===== config.mk =====
export PLATFORM = sky130hd
export DESIGN_NAME = spike_fibre_packer
export DESIGN_NICKNAME = d
export VERILOG_FILES = /design/src/rtl/tppe_pkg.sv /design/src/rtl/spike_popcount.sv /design/src/rtl/spike_fibre_packer.sv
export SDC_FILE = /design/constraint.sdc
export NUM_CORES = 1
export LEC_CHECK = 0
export ABC_AREA = 1
export CAP_MARGIN = 20
export CORE_UTILIZATION = 51
export DETAILED_ROUTE_END_ITERATION = 16
export GPL_ROUTABILITY_DRIVEN = 0
export PLACE_DENSITY_LB_ADDON = 0.3
export RECOVER_POWER = 100
export SLEW_MARGIN = 20
export SYNTH_ARGS = -nofsm -noshare
export SYNTH_HDL_FRONTEND = slang
export SYNTH_HIERARCHICAL = 1
export SYNTH_SLANG_ARGS = --single-unit

===== constraint.sdc =====
create_clock -name clk -period 1.7 [get_ports clk]
set_input_delay 0.425 -clock clk [delete_from_list [all_inputs] [get_ports clk]]
set_output_delay 0.425 -clock clk [all_outputs]
set_load 0.02 [all_outputs]

===== src/rtl/tppe_pkg.sv =====
// Shared constants, count-width helper and packer FSM state type for the TPPE
// sparse-fibre datapath.
package tppe_pkg;

  localparam int BITMASK_WIDTH_DEF = 128;
  localparam int TIMESTEPS_DEF     = 16;
  localparam int ADDR_WIDTH_DEF    = 8;

  // A fibre can hold a non-zero train at every position, so the count needs one bit more than a position.
  function automatic int nnz_width(input int bitmask_width);
    return $clog2(bitmask_width) + 1;
  endfunction

  typedef enum logic {
    COLLECT = 1'b0,
    EMIT    = 1'b1
  } packer_state_e;

endpackage


===== src/rtl/spike_popcount.sv =====
// Combinational population count of one spike-train word.
module spike_popcount #(
  parameter int WIDTH = 16
) (
  input  logic [WIDTH-1:0]         data_in,
  output logic [$clog2(WIDTH):0]   count_out
);

  always_comb begin
    count_out = '0;
    for (int i = 0; i < WIDTH; i++) begin
      count_out = count_out + {{$clog2(WIDTH){1'b0}}, data_in[i]};
    end
  end

endmodule


===== src/rtl/spike_fibre_packer.sv =====
// Packs per-neuron spike trains into an occupancy bitmask plus a dense fibre memory.
// Optional spike_total popcount output enabled by SPIKE_FIBRE_PACKER_STATS_EN.
module spike_fibre_packer
  import tppe_pkg::*;
#(
  parameter int BITMASK_WIDTH = BITMASK_WIDTH_DEF,
  parameter int TIMESTEPS     = TIMESTEPS_DEF,
  parameter int ADDR_WIDTH    = ADDR_WIDTH_DEF
) (
  input  logic                              clk,
  input  logic                              rst,
  input  logic [TIMESTEPS-1:0]              spike_in,
  input  logic                              spike_valid,
  input  logic                              neuron_last,
  output logic                              spike_ready,
  output logic                              fibre_wr_en,
  output logic [ADDR_WIDTH-1:0]             fibre_wr_addr,
  output logic [TIMESTEPS-1:0]              fibre_wr_data,
  output logic [BITMASK_WIDTH-1:0]          bitmask_out,
  output logic [$clog2(BITMASK_WIDTH):0]    nnz_count,
  output logic                              fibre_valid,
  input  logic                              fibre_ready
`ifdef SPIKE_FIBRE_PACKER_STATS_EN
  ,
  output logic [$clog2(BITMASK_WIDTH*TIMESTEPS):0] spike_total
`endif
);

  localparam int POS_W = $clog2(BITMASK_WIDTH);
  localparam int NNZ_W = nnz_width(BITMASK_WIDTH);

  if (ADDR_WIDTH < POS_W) begin : g_addr_width_check
    $error("ADDR_WIDTH too narrow to address every position of a fibre");
  end

  packer_state_e           state_q, state_d;
  logic [POS_W-1:0]        pos_q, pos_d;
  logic [NNZ_W-1:0]        nnz_q, nnz_d;
  logic [BITMASK_WIDTH-1:0] bitmask_q, bitmask_d;
  logic                    wr_en_q, wr_en_d;
  logic [ADDR_WIDTH-1:0]   wr_addr_q, wr_addr_d;
  logic [TIMESTEPS-1:0]    wr_data_q, wr_data_d;
  logic                    accept;

  assign accept = spike_valid && (state_q == COLLECT);

`ifdef SPIKE_FIBRE_PACKER_STATS_EN
  localparam int ST_W = $clog2(BITMASK_WIDTH*TIMESTEPS) + 1;
  logic [$clog2(TIMESTEPS):0] pop;
  logic [ST_W-1:0]            total_q, total_d;

  spike_popcount #(.WIDTH(TIMESTEPS)) u_popcount (
    .data_in   (spike_in),
    .count_out (pop)
  );

  always_comb begin
    total_d = total_q;
    if (accept) begin
      total_d = total_q + ST_W'(pop);
    end else if (state_q == EMIT && fibre_ready) begin
      total_d = '0;
    end
  end

  always_ff @(posedge clk) begin
    if (rst) total_q <= '0;
    else     total_q <= total_d;
  end

  assign spike_total = (state_q == EMIT) ? total_q : '0;
`endif

  // NOTE: every always_comb output is given a default first so no path leaves it unassigned (no latch).
  always_comb begin
    state_d   = state_q;
    pos_d     = pos_q;
    nnz_d     = nnz_q;
    bitmask_d = bitmask_q;
    wr_en_d   = 1'b0;
    wr_addr_d = wr_addr_q;
    wr_data_d = wr_data_q;
    case (state_q)
      COLLECT: begin
        if (accept) begin
          pos_d = pos_q + POS_W'(1);
          if (spike_in != '0) begin
            bitmask_d[pos_q] = 1'b1;
            wr_en_d          = 1'b1;
            wr_addr_d        = ADDR_WIDTH'(nnz_q[POS_W-1:0]);
            wr_data_d        = spike_in;
            nnz_d            = nnz_q + NNZ_W'(1);
          end
          if (pos_q == POS_W'(BITMASK_WIDTH - 1) || neuron_last) begin
            state_d = EMIT;
          end
        end
      end
      EMIT: begin
        if (fibre_ready) begin
          state_d   = COLLECT;
          pos_d     = '0;
          nnz_d     = '0;
          bitmask_d = '0;
        end
      end
      default: state_d = COLLECT;
    endcase
  end

  // NOTE: sequential state uses non-blocking assignments so all flops update together at the edge.
  always_ff @(posedge clk) begin
    if (rst) begin
      state_q   <= COLLECT;
      pos_q     <= '0;
      nnz_q     <= '0;
      bitmask_q <= '0;
      wr_en_q   <= 1'b0;
      wr_addr_q <= '0;
      wr_data_q <= '0;
    end else begin
      state_q   <= state_d;
      pos_q     <= pos_d;
      nnz_q     <= nnz_d;
      bitmask_q <= bitmask_d;
      wr_en_q   <= wr_en_d;
      wr_addr_q <= wr_addr_d;
      wr_data_q <= wr_data_d;
    end
  end

  assign spike_ready   = (state_q == COLLECT);
  assign fibre_valid   = (state_q == EMIT);
  assign fibre_wr_en   = wr_en_q;
  assign fibre_wr_addr = wr_addr_q;
  assign fibre_wr_data = wr_data_q;
  // Descriptor outputs read zero while a fibre is still being collected.
  assign bitmask_out   = (state_q == EMIT) ? bitmask_q : '0;
  assign nnz_count     = (state_q == EMIT) ? nnz_q : '0;

endmodule

==> metrics.txt <==
DR pass1 iterations=6; Clock Tree Buf Depth=2; Unique masters post-synth=31; first-pass GRT wire length=~37000 µm; Startpoint Class=register; Period Utilization, post-route=112%; FF-to-FF Start=fibre_valid$_SDFF_PP0_; post-route minimum period=approximately 1.9 ns; Worst Path Class, Setup=reg -> out; Mapped Cells=1246; core box area=0.0152 mm²; post-synthesis sequential area ratio=42.2%; internal power=6.89 mW; Synth Warn #=6; Cell Area, Synth=0.00796 mm²; Die Y=127 µm; final hold vios=0; clk sinks=168; number of fill cells=~1100; port bufs=182; Fin Clk Skew=0.00878 ns; Setup Viol. Count Final=181; Synth Flop Type=dfxtp_1; vias in the first global route=approximately 7400; routed vias=8580; final setup TNS=-15.84 ns; Num CTS Buffers=17; hpwl dp=13900 µm; final WL=26200 µm; Net Count, Synth=1269; latest clock arrival within the worst-skew pair=roughly 0.44 ns; fin area=0.0118 mm²; syn_area_per_cell=6.39 µm²; switching share of total power=24.9%; combinational fraction of design power=between 10% and 20%; failing checks=negative setup slack; antenna violations before repair=0; remaining antenna violation count after routing=0; Syn-to-layout area delta=48.6%; Slowest-stage cell, CP=dfxtp_4; Slew Viols, Final=0; power density cells=775 mW/mm²; Initial Utilization=a little over half; RSZ-0062 raised after global routing=true; Post-synth EDFFs=0; Sw Pwr=2.28 mW; most common cell after layout, fill and taps aside=nand2_1; crit-path most repeated cell=buf_12; dpl ws=-0.280 ns; area fraction of the dominant cell type after synthesis=about 42%; most frequent cells in the layout=267 x nand2_1, 210 x inv_1, 167 x dfxtp_1; global-route usage over all layers=28.7%; CTS tree=done; Starting DRT DRC Count=948; Max VDD drop=0.707 mV; slowest stage delay, CP=0.41 ns; Final #Nets=between 1000 and 1500; worst hold margin=between 0.4 and 0.5 ns; HP Start=bitmask_q[118]$_SDFFE_PP0P_; ANT cells=0; Pleak=5.83 nW; WP data required=roughly 1.3 ns; Final Core Density=between 70% and 80%; total grt overflow=0; FFs w/ async S/R, synth=0%; f_max=0.524 GHz; CP Capture Type=output pin; clk root buf=clkbuf_16; Seq pwr share=between 40% and 50%; largest net degree at the start of global routing=58; CP cell instances=buf_12 > buf_12 > buf_16 > nand2_2 > inv_2 > buf_6; H-tree levels=4; Storage cell area=0.00337 mm²; DRC viols=0; Ports=approximately 180; status=finished with violations; Worst-path clk slew=0.06 ns; via density per instance=roughly 5.2; area leader, netlist=dfxtp_1; routed len/inst=around 16 µm; CP max FO=8; Synth area leaders=dfxtp_1 42%, nand2_1 15%, inv_1 13%; width of the die=127 µm; Die Area=0.0161 mm²; worst hold path type=reg -> reg; Site Rows=45; Critical Path AT=about 1.5 ns; Worst Setup SP=fibre_valid$_SDFF_PP0_; setup slack after layout=-0.208 ns; Yosys reg bits=168; CTS Hold Buffers Added=0; share of post-route cells with drive strength above 1=roughly 28%; multi-input combinational cell area=roughly 0.0036 mm²; Max Cap Viol=0; Placement Cell Area=slightly above 0.01 mm²; clock network power share=43.4%
-- state kept, by name (all words and copies together), names as in the netlist --
name and count:
bitmask_q 128, fibre_valid 1, fibre_wr_addr 7, fibre_wr_data 16, fibre_wr_en 1, nnz_q 8
pos_q 7
-- critical path, delay by kind of cell, from the launching register on --
family,cells,cell delay [ns]
flip-flops,1,0.41
AND/OR/NAND/NOR,1,0.07
buffers and inverters,5,0.57
-- logic make-up after synthesis --
| group | share of synthesized area (%) |
|---|---|
| other | 0.0471 |
| adder cells (fa/ha/maj) | 0.314 |
| AND/OR/NAND/NOR | 27.7 |
| flip-flops | 42.2 |
| buffers and inverters | 18.1 |
| AO/OA/AOI/OAI | 11.5 |
-- area by class of cell --
class,count,share of cell area [%]
Tap cell,188,1.99
Sequential cell,168,28.4
Timing Repair Buffer,257,25.2
Clock buffer,22,4.01
Multi-Input combinational cell,729,30.2
Inverter,284,9.11
Clock inverter,8,1.01
-- final timing paths --
kind	depth (start not counted)	end	slack, ns
max	6	bitmask_out[121]	-0.21
min	2	bitmask_q[118]$_SDFFE_PP0P_	0.45
max reg2reg	11	bitmask_q[79]$_SDFFE_PP0P_	-0.08
min reg2reg	2	bitmask_q[118]$_SDFFE_PP0P_	0.45
-- routing by layer --
| metal | global-route usage, % | part of all wire (%) |
|---|---|---|
| met5 | 0 | 0 |
| met4 | 13.0 | 4.2 |
| met1 | 36.3 | 40 |
| met3 | 7.21 | 8.9 |
| met2 | 46.3 | 47 |
-- power groups by stage --
stage / clock (mW) / sequential [mW] / combinational [mW]
after floorplan: 0 / 4.14 / 0.443
after global placement: 0 / 4.11 / 0.772
after detailed placement: 0 / 4.11 / 0.776
after CTS: 3.96 / 4.02 / 0.941
after global routing: 4.15 / 4.02 / 1.22
final: 3.98 / 4.02 / 1.17
-- what timing repair did --
action | CTS | global route
buffers inserted | 9 | 7
pin swaps | 22 | 18
endpoints found under the setup margin | 162 | 277
resized for setup | 923 | 119
gates cloned | 7 | 15
-- stage by stage --
stage,cells,power (mW)
global placement,1593,4.88
floorplan,1246,4.58
CTS,1639,8.92
finish,1656,9.17
detailed placement,1593,4.88
global route,1656,9.40
-- Yosys cell counts (4+ instances only) --
cell	number
a21oi_1	153
a21oi_2	10
buf_2	34
buf_6	7
clkbuf_1	23
dfxtp_1	168
inv_1	281
nand2_1	328
nand2_2	12
nand3_1	43
nor2_1	157
o21ai_0	4
Power figures use the tool's default switching activity.
